<file path="config.mk">
export PLATFORM = sky130hd
export DESIGN_NAME = mult_share_ctrl
export DESIGN_NICKNAME = d
export VERILOG_FILES = /design/src/rtl/mult_share_ctrl_pkg.sv /design/src/rtl/mult_share_ctrl_arb.sv /design/src/rtl/mult_share_ctrl.sv
export SDC_FILE = /design/constraint.sdc
export NUM_CORES = 1
export LEC_CHECK = 0
export ABC_AREA = 1
export CAP_MARGIN = 20
export CELL_PAD_IN_SITES_DETAIL_PLACEMENT = 0
export CELL_PAD_IN_SITES_GLOBAL_PLACEMENT = 1
export CORE_MARGIN = 2
export CORE_UTILIZATION = 23
export DETAILED_ROUTE_END_ITERATION = 8
export GPL_ROUTABILITY_DRIVEN = 0
export HOLD_SLACK_MARGIN = 0.06
export MAX_ROUTING_LAYER = met4
export PLACE_DENSITY = 0.63
export SLEW_MARGIN = 20
export SYNTH_ARGS = -nofsm -noshare
export SYNTH_HDL_FRONTEND = slang
export SYNTH_SLANG_ARGS = --single-unit
export TNS_END_PERCENT = 10
</file>
<file path="constraint.sdc">
create_clock -name Clk -period 5.5 [get_ports Clk]
set_clock_uncertainty 0.05 [all_clocks]
set_input_delay 0.825 -clock Clk [delete_from_list [all_inputs] [get_ports Clk]]
set_output_delay 0.825 -clock Clk [all_outputs]
set_load 0.005 [all_outputs]
</file>
<file path="src/rtl/mult_share_ctrl_pkg.sv">
// mult_pkg: shared types for the time-shared shift-add multiplier.
//   state_e   sequencer states
//   CNT_W     step-counter width for the default 8-bit datapath
//   cnt_bits  step-counter width for any operand width (never below 1 bit)
package mult_pkg;

    typedef enum logic [1:0] {
        IDLE,
        ADD,
        SHIFT,
        DONE
    } state_e;

    localparam int WIDTH_DEF = 8;
    localparam int CNT_W     = $clog2(WIDTH_DEF);

    function automatic int cnt_bits(input int w);
        return (w > 1) ? $clog2(w) : 1;
    endfunction

endpackage

</file>
<file path="src/rtl/mult_share_ctrl_arb.sv">
// rr_arbiter2: two-requester round-robin grant.
//   Clk, Reset  clock / synchronous active-high reset
//   req_valid   request lines, bit i = requester i
//   accept      grant was taken this cycle; pointer moves only then
//   grant       one-hot grant (zero when nobody requests)
//   grant_id    index of the granted requester
module rr_arbiter2
    import mult_pkg::*;
(
    input  logic       Clk,
    input  logic       Reset,
    input  logic [1:0] req_valid,
    input  logic       accept,
    output logic [1:0] grant,
    output logic       grant_id
);

    // Last requester that was accepted. Resets to 1 so req0 wins the first tie.
    logic last_q;

    always_comb begin
        grant_id = 1'b0;
        case (req_valid)
            2'b01:   grant_id = 1'b0;
            2'b10:   grant_id = 1'b1;
            2'b11:   grant_id = ~last_q;
            default: grant_id = 1'b0;
        endcase
        grant = 2'b00;
        if (|req_valid)
            grant = grant_id ? 2'b10 : 2'b01;
    end

    always_ff @(posedge Clk) begin
        if (Reset)
            last_q <= 1'b1;
        else if (accept)
            last_q <= grant_id;
    end

endmodule

</file>
<file path="src/rtl/mult_share_ctrl.sv">
// mult_share_ctrl: one signed shift-add multiplier time-shared between two
// requesters. Each operation runs WIDTH add/shift pairs; the last add is a
// subtract, because the multiplier MSB carries negative weight.
//   Clk, Reset              clock / synchronous active-high reset
//   req_valid/req_ready     per-requester handshake (bit i = requester i)
//   req_mcand, req_mplier   operands, requester i in slice [i*WIDTH +: WIDTH]
//   resp_valid/resp_ready   product handshake
//   resp_id, resp_prod      owner and {A,B} product, held stable in DONE
//   busy                    sequencer not in IDLE
//   dbg_aval, dbg_bval      live A / B registers for the hex display
module mult_share_ctrl
    import mult_pkg::*;
#(
    parameter int WIDTH = 8
) (
    input  logic                 Clk,
    input  logic                 Reset,
    input  logic [1:0]           req_valid,
    output logic [1:0]           req_ready,
    input  logic [2*WIDTH-1:0]   req_mcand,
    input  logic [2*WIDTH-1:0]   req_mplier,
    output logic                 resp_valid,
    input  logic                 resp_ready,
    output logic                 resp_id,
    output logic [2*WIDTH-1:0]   resp_prod,
    output logic                 busy,
    output logic [WIDTH-1:0]     dbg_aval,
    output logic [WIDTH-1:0]     dbg_bval
);

    localparam int CW = cnt_bits(WIDTH);

    state_e           state_q, state_d;
    logic [WIDTH-1:0] a_q, b_q, s_q;
    logic             x_q;
    logic [CW-1:0]    cnt_q;
    logic             id_q;

    logic [1:0]       gnt;
    logic             gnt_id;
    logic             accept;
    logic             cnt_last;
    logic [WIDTH-1:0] sel_mcand, sel_mplier;
    logic [WIDTH:0]   a_ext, s_ext, sum;

    // Any valid request produces a grant, so IDLE plus a valid means accept.
    // Reset blocks the handshake so nothing is taken in a cycle being wiped.
    assign accept   = (state_q == IDLE) && !Reset && (|req_valid);
    assign cnt_last = (cnt_q == CW'(WIDTH-1));

    assign sel_mcand  = gnt_id ? req_mcand[2*WIDTH-1:WIDTH]  : req_mcand[WIDTH-1:0];
    assign sel_mplier = gnt_id ? req_mplier[2*WIDTH-1:WIDTH] : req_mplier[WIDTH-1:0];

    rr_arbiter2 u_arb (
        .Clk       (Clk),
        .Reset     (Reset),
        .req_valid (req_valid),
        .accept    (accept),
        .grant     (gnt),
        .grant_id  (gnt_id)
    );

    // WIDTH+1 bit add/sub on sign-extended operands; bit WIDTH becomes X.
    always_comb begin
        a_ext = {a_q[WIDTH-1], a_q};
        s_ext = {s_q[WIDTH-1], s_q};
        sum   = cnt_last ? (a_ext - s_ext) : (a_ext + s_ext);
    end

    always_ff @(posedge Clk) begin
        if (Reset)
            state_q <= IDLE;
        else
            state_q <= state_d;
    end

    always_comb begin
        state_d = state_q;
        case (state_q)
            IDLE:    if (accept) state_d = ADD;
            ADD:     state_d = SHIFT;
            SHIFT:   state_d = cnt_last ? DONE : ADD;
            DONE:    if (resp_ready) state_d = IDLE;
            default: state_d = IDLE;
        endcase
    end

    assign req_ready  = (state_q == IDLE && !Reset) ? gnt : 2'b00;
    assign resp_valid = (state_q == DONE) && !Reset;
    assign resp_prod  = {a_q, b_q};
    assign resp_id    = id_q;
    assign busy       = (state_q != IDLE);
    assign dbg_aval   = a_q;
    assign dbg_bval   = b_q;

    always_ff @(posedge Clk) begin
        if (Reset) begin
            a_q   <= '0;
            b_q   <= '0;
            s_q   <= '0;
            x_q   <= 1'b0;
            cnt_q <= '0;
            id_q  <= 1'b0;
        end else begin
            case (state_q)
                IDLE: begin
                    if (accept) begin
                        s_q   <= sel_mcand;
                        b_q   <= sel_mplier;
                        a_q   <= '0;
                        x_q   <= 1'b0;
                        cnt_q <= '0;
                        id_q  <= gnt_id;
                    end
                end
                ADD: begin
                    if (b_q[0])
                        {x_q, a_q} <= sum;
                end
                SHIFT: begin
                    // Arithmetic shift of {X,A,B}: X replicates into A's MSB.
                    {x_q, a_q, b_q} <= {x_q, x_q, a_q, b_q[WIDTH-1:1]};
                    if (!cnt_last)
                        cnt_q <= cnt_q + CW'(1);
                end
                default: ;
            endcase
        end
    end

endmodule
</file>
==> impl_metrics.yaml <==
status:
  outcome: "complete, no violations"
die:
  die_height_um: 105
  dieWidth_um: 105
  ios: 74
  initial_core_util: 0.238
  die_area_sq_um: 10900
  rows: 36
  core-area_sq_um: 9770
routing:
  wl_mm: 6.70
  first_pass_iters: 5
  drc_errors: 0
  vias: 2379
  drt-wirelength-per-cell_um: 12.7
  detail-route-antenna-nets: 0
  viasPerCell: 4.51
  drtIter0Drc: 70
cells_and_area:
  syn_to_final_growth_pct: 36.6
  fill_cells: 1097
  fin_cells: 528
  final_core_util: 0.325
  fin_nets: 448
  design_area_sq_um: 3180
  diodes: 0
  multi_input_area_sq_um: 1360
  drive_gt1_frac: 0.0734
  regArea_sq_um: 641
power_and_ir_drop:
  powerDensity_nw_per_um2: 449
  switching_power_w: 0.000659
  p_clk_frac: 0.132
  seqPwrFrac: 0.251
  p_leak_nw: 1.33
  peakVddDrop_mv: 0.146
  intPower_w: 0.000769
  p_sw_frac: 0.461
  power_frac_comb: 0.617
synthesis:
  dominantRegCellSynth: "dfxtp_1"
  yosysWarnings: 0
  synth.distinct_cells: 34
  synth_top_area_frac: 0.275
  synthTopCellsByArea: "dfxtp_1 28%, nand2_1 11%, ha_1 8.6%, a21oi_1 8.2%, o21ai_0 6.5%"
  synthTopCellsByCount: "68 x nand2_1, 38 x a21oi_1, 38 x inv_1, 32 x dfxtp_1, 30 x o21ai_0"
  syn-instance-count: 336
  synth-seq-area-share: 0.275
  yosysMostFrequentCell: "nand2_1"
  syn_avg_cell_area_sq_um: 6.92
  synth_edf_count: 0
  async_reset_ff_frac: 0
  syn_area_sq_um: 2330
  synth-seq-cells: 32
  synth_largest_area_cell: "dfxtp_1"
  syn_nets: 390
grt:
  grt_pass1_vias: 2368
  gr-total-overflow: 0
  grt_pass1_wl_mm: 10.9
  grt_max_degree: 19
  antenna_found_initial: 0
  groute.usage.overall: 0.127
clock_tree:
  cts_buffer_depth: 2
  postCtsSetupBuffers: 0
  cts.sinks: 32
  clk-insertion-delay-late_ps: 290
  cts_max_level: 2
  cts_hold_buffers: 0
  path_clk_slew_ps: 60
  cts_buffers: 5
  ctsResizeCount: 0
  cts_tree: "done"
  root_buffer: "clkbuf_8"
timing:
  drv_slew: 0
  hold_viol_final: 0
  holdWs_ps: 421
  fin_crit_ps: 3620
  fin_tns_setup_ps: 0
  setup_viol: 0
  rsz0062_at_grt: "no"
  fmax_ghz: 0.276
  layout_worst_path_cycle_share: 0.658
  worst_pin_slew_ps: 546
  slew_headroom: 0.636
job:
  maxCapViolations: 0
worst_setup_path:
  slowest_delay_ps: 540
  cp_slowest_cell: "clkdlybuf4s50_1"
  start_kind: "input port"
  crit_chain: "clkdlybuf4s50_1, inv_1, a21oi_1, buf_4, inv_1, nor2_1, clkdlybuf4s50_1"
  crit_type: "in -> out"
  crit_required_ps: 4620
  crit_fanout: 17
  worstPathArrival_ps: 2750
  crit_path_end_kind: "output port"
placement:
  dpl.cell_count: 520
  hpwl_mm: 5.25
  io_buffers: 73
  dpl_cell_area_sq_um: 3080
min_path:
  worst_hold_path_type: "reg -> reg"
-- layer usage --
layer / routed length, um / up-vias / track usage / share of wire
met4: 71 / 0 / 0.0319 / 0.011
met2: 3190 / 68 / 0.215 / 0.48
met5: 0 / - / - / 0
met1: 3100 / 1081 / 0.154 / 0.46
met3: 332 / 8 / 0.0268 / 0.050
li1: - / 1222 / - / -
-- sequential cells by signal (all words and copies together), names as in the netlist --
signal,count
s_q,8
x_q,1
resp_id,1
dbg_aval,8
u_arb.last_q,1
dbg_bval,8
cnt_q,3
state_q,2
-- cells by family (layout without fill, tap and decap cells) --
| group | Yosys count | count (layout) | synth area share |
|---|---|---|---|
| xor+xnor | 6 | 6 | 0.0226 |
| compound gates | 90 | 90 | 0.222 |
| flops | 32 | 32 | 0.275 |
| fa+ha+maj | 17 | 17 | 0.0947 |
| simple gates | 124 | 124 | 0.246 |
| buf+inv | 67 | 126 | 0.139 |
-- worst max-delay path, delay by kind of cell --
kind                   cells  cell delay [ps]
AOI/OAI and AO/OA          1              110
buffers and inverters      5             1590
and+or+nand+nor            1              210
-- per-stage QoR --
step                      power (W)  setup WS [ps]
final                       0.00143           1880
after global routing        0.00157           1790
after CTS                   0.00146           1900
after detailed placement    0.00126           1900
after global placement      0.00126           1940
after floorplan            0.000972           3160
-- placed cells by master, fill, tap and decap left out, types with 6 or more instances in the layout --
cell type	count
clkbuf_8	6
nand3_1	18
clkdlybuf4s50_1	73
or2_2	8
nor2_1	18
ha_1	16
inv_1	38
nand2_1	68
o211ai_1	10
a21oi_1	38
dfxtp_1	32
o21ai_0	30
-- power by group through the flow --
| stage | clock [W] | combinational, W | sequential [W] |
|---|---|---|---|
| 4_1_cts | 0.000198 | 0.000898 | 0.000360 |
| 2_1_floorplan | 0 | 0.000626 | 0.000346 |
| 5_1_grt | 0.000208 | 0.000994 | 0.000370 |
| 3_5_place_dp | 0 | 0.000892 | 0.000365 |
| 6_report | 0.000188 | 0.000881 | 0.000358 |
| 3_3_place_gp | 0 | 0.000892 | 0.000364 |
-- cell type report --
class | instances | share of cell area
multi-input combinational | 237 | 0.429
timing repair buffer | 76 | 0.237
sequential | 32 | 0.202
tap | 133 | 0.0524
inverter | 42 | 0.0512
clock buffer | 6 | 0.0260
clock inverter | 2 | 0.00315
-- worst paths after layout --
kind | depth (start not counted) | slack [ps] | startpoint | endpoint
setup / recovery | 7 | 1880 | req_valid[1] | req_ready[1]
hold / removal | 2 | 420 | cnt_q[2] | cnt_q[2]
setup reg to reg | 13 | 2900 | cnt_q[0] | x_q
hold reg to reg | 2 | 420 | cnt_q[2] | cnt_q[2]
(Power assumes the default switching activity.)
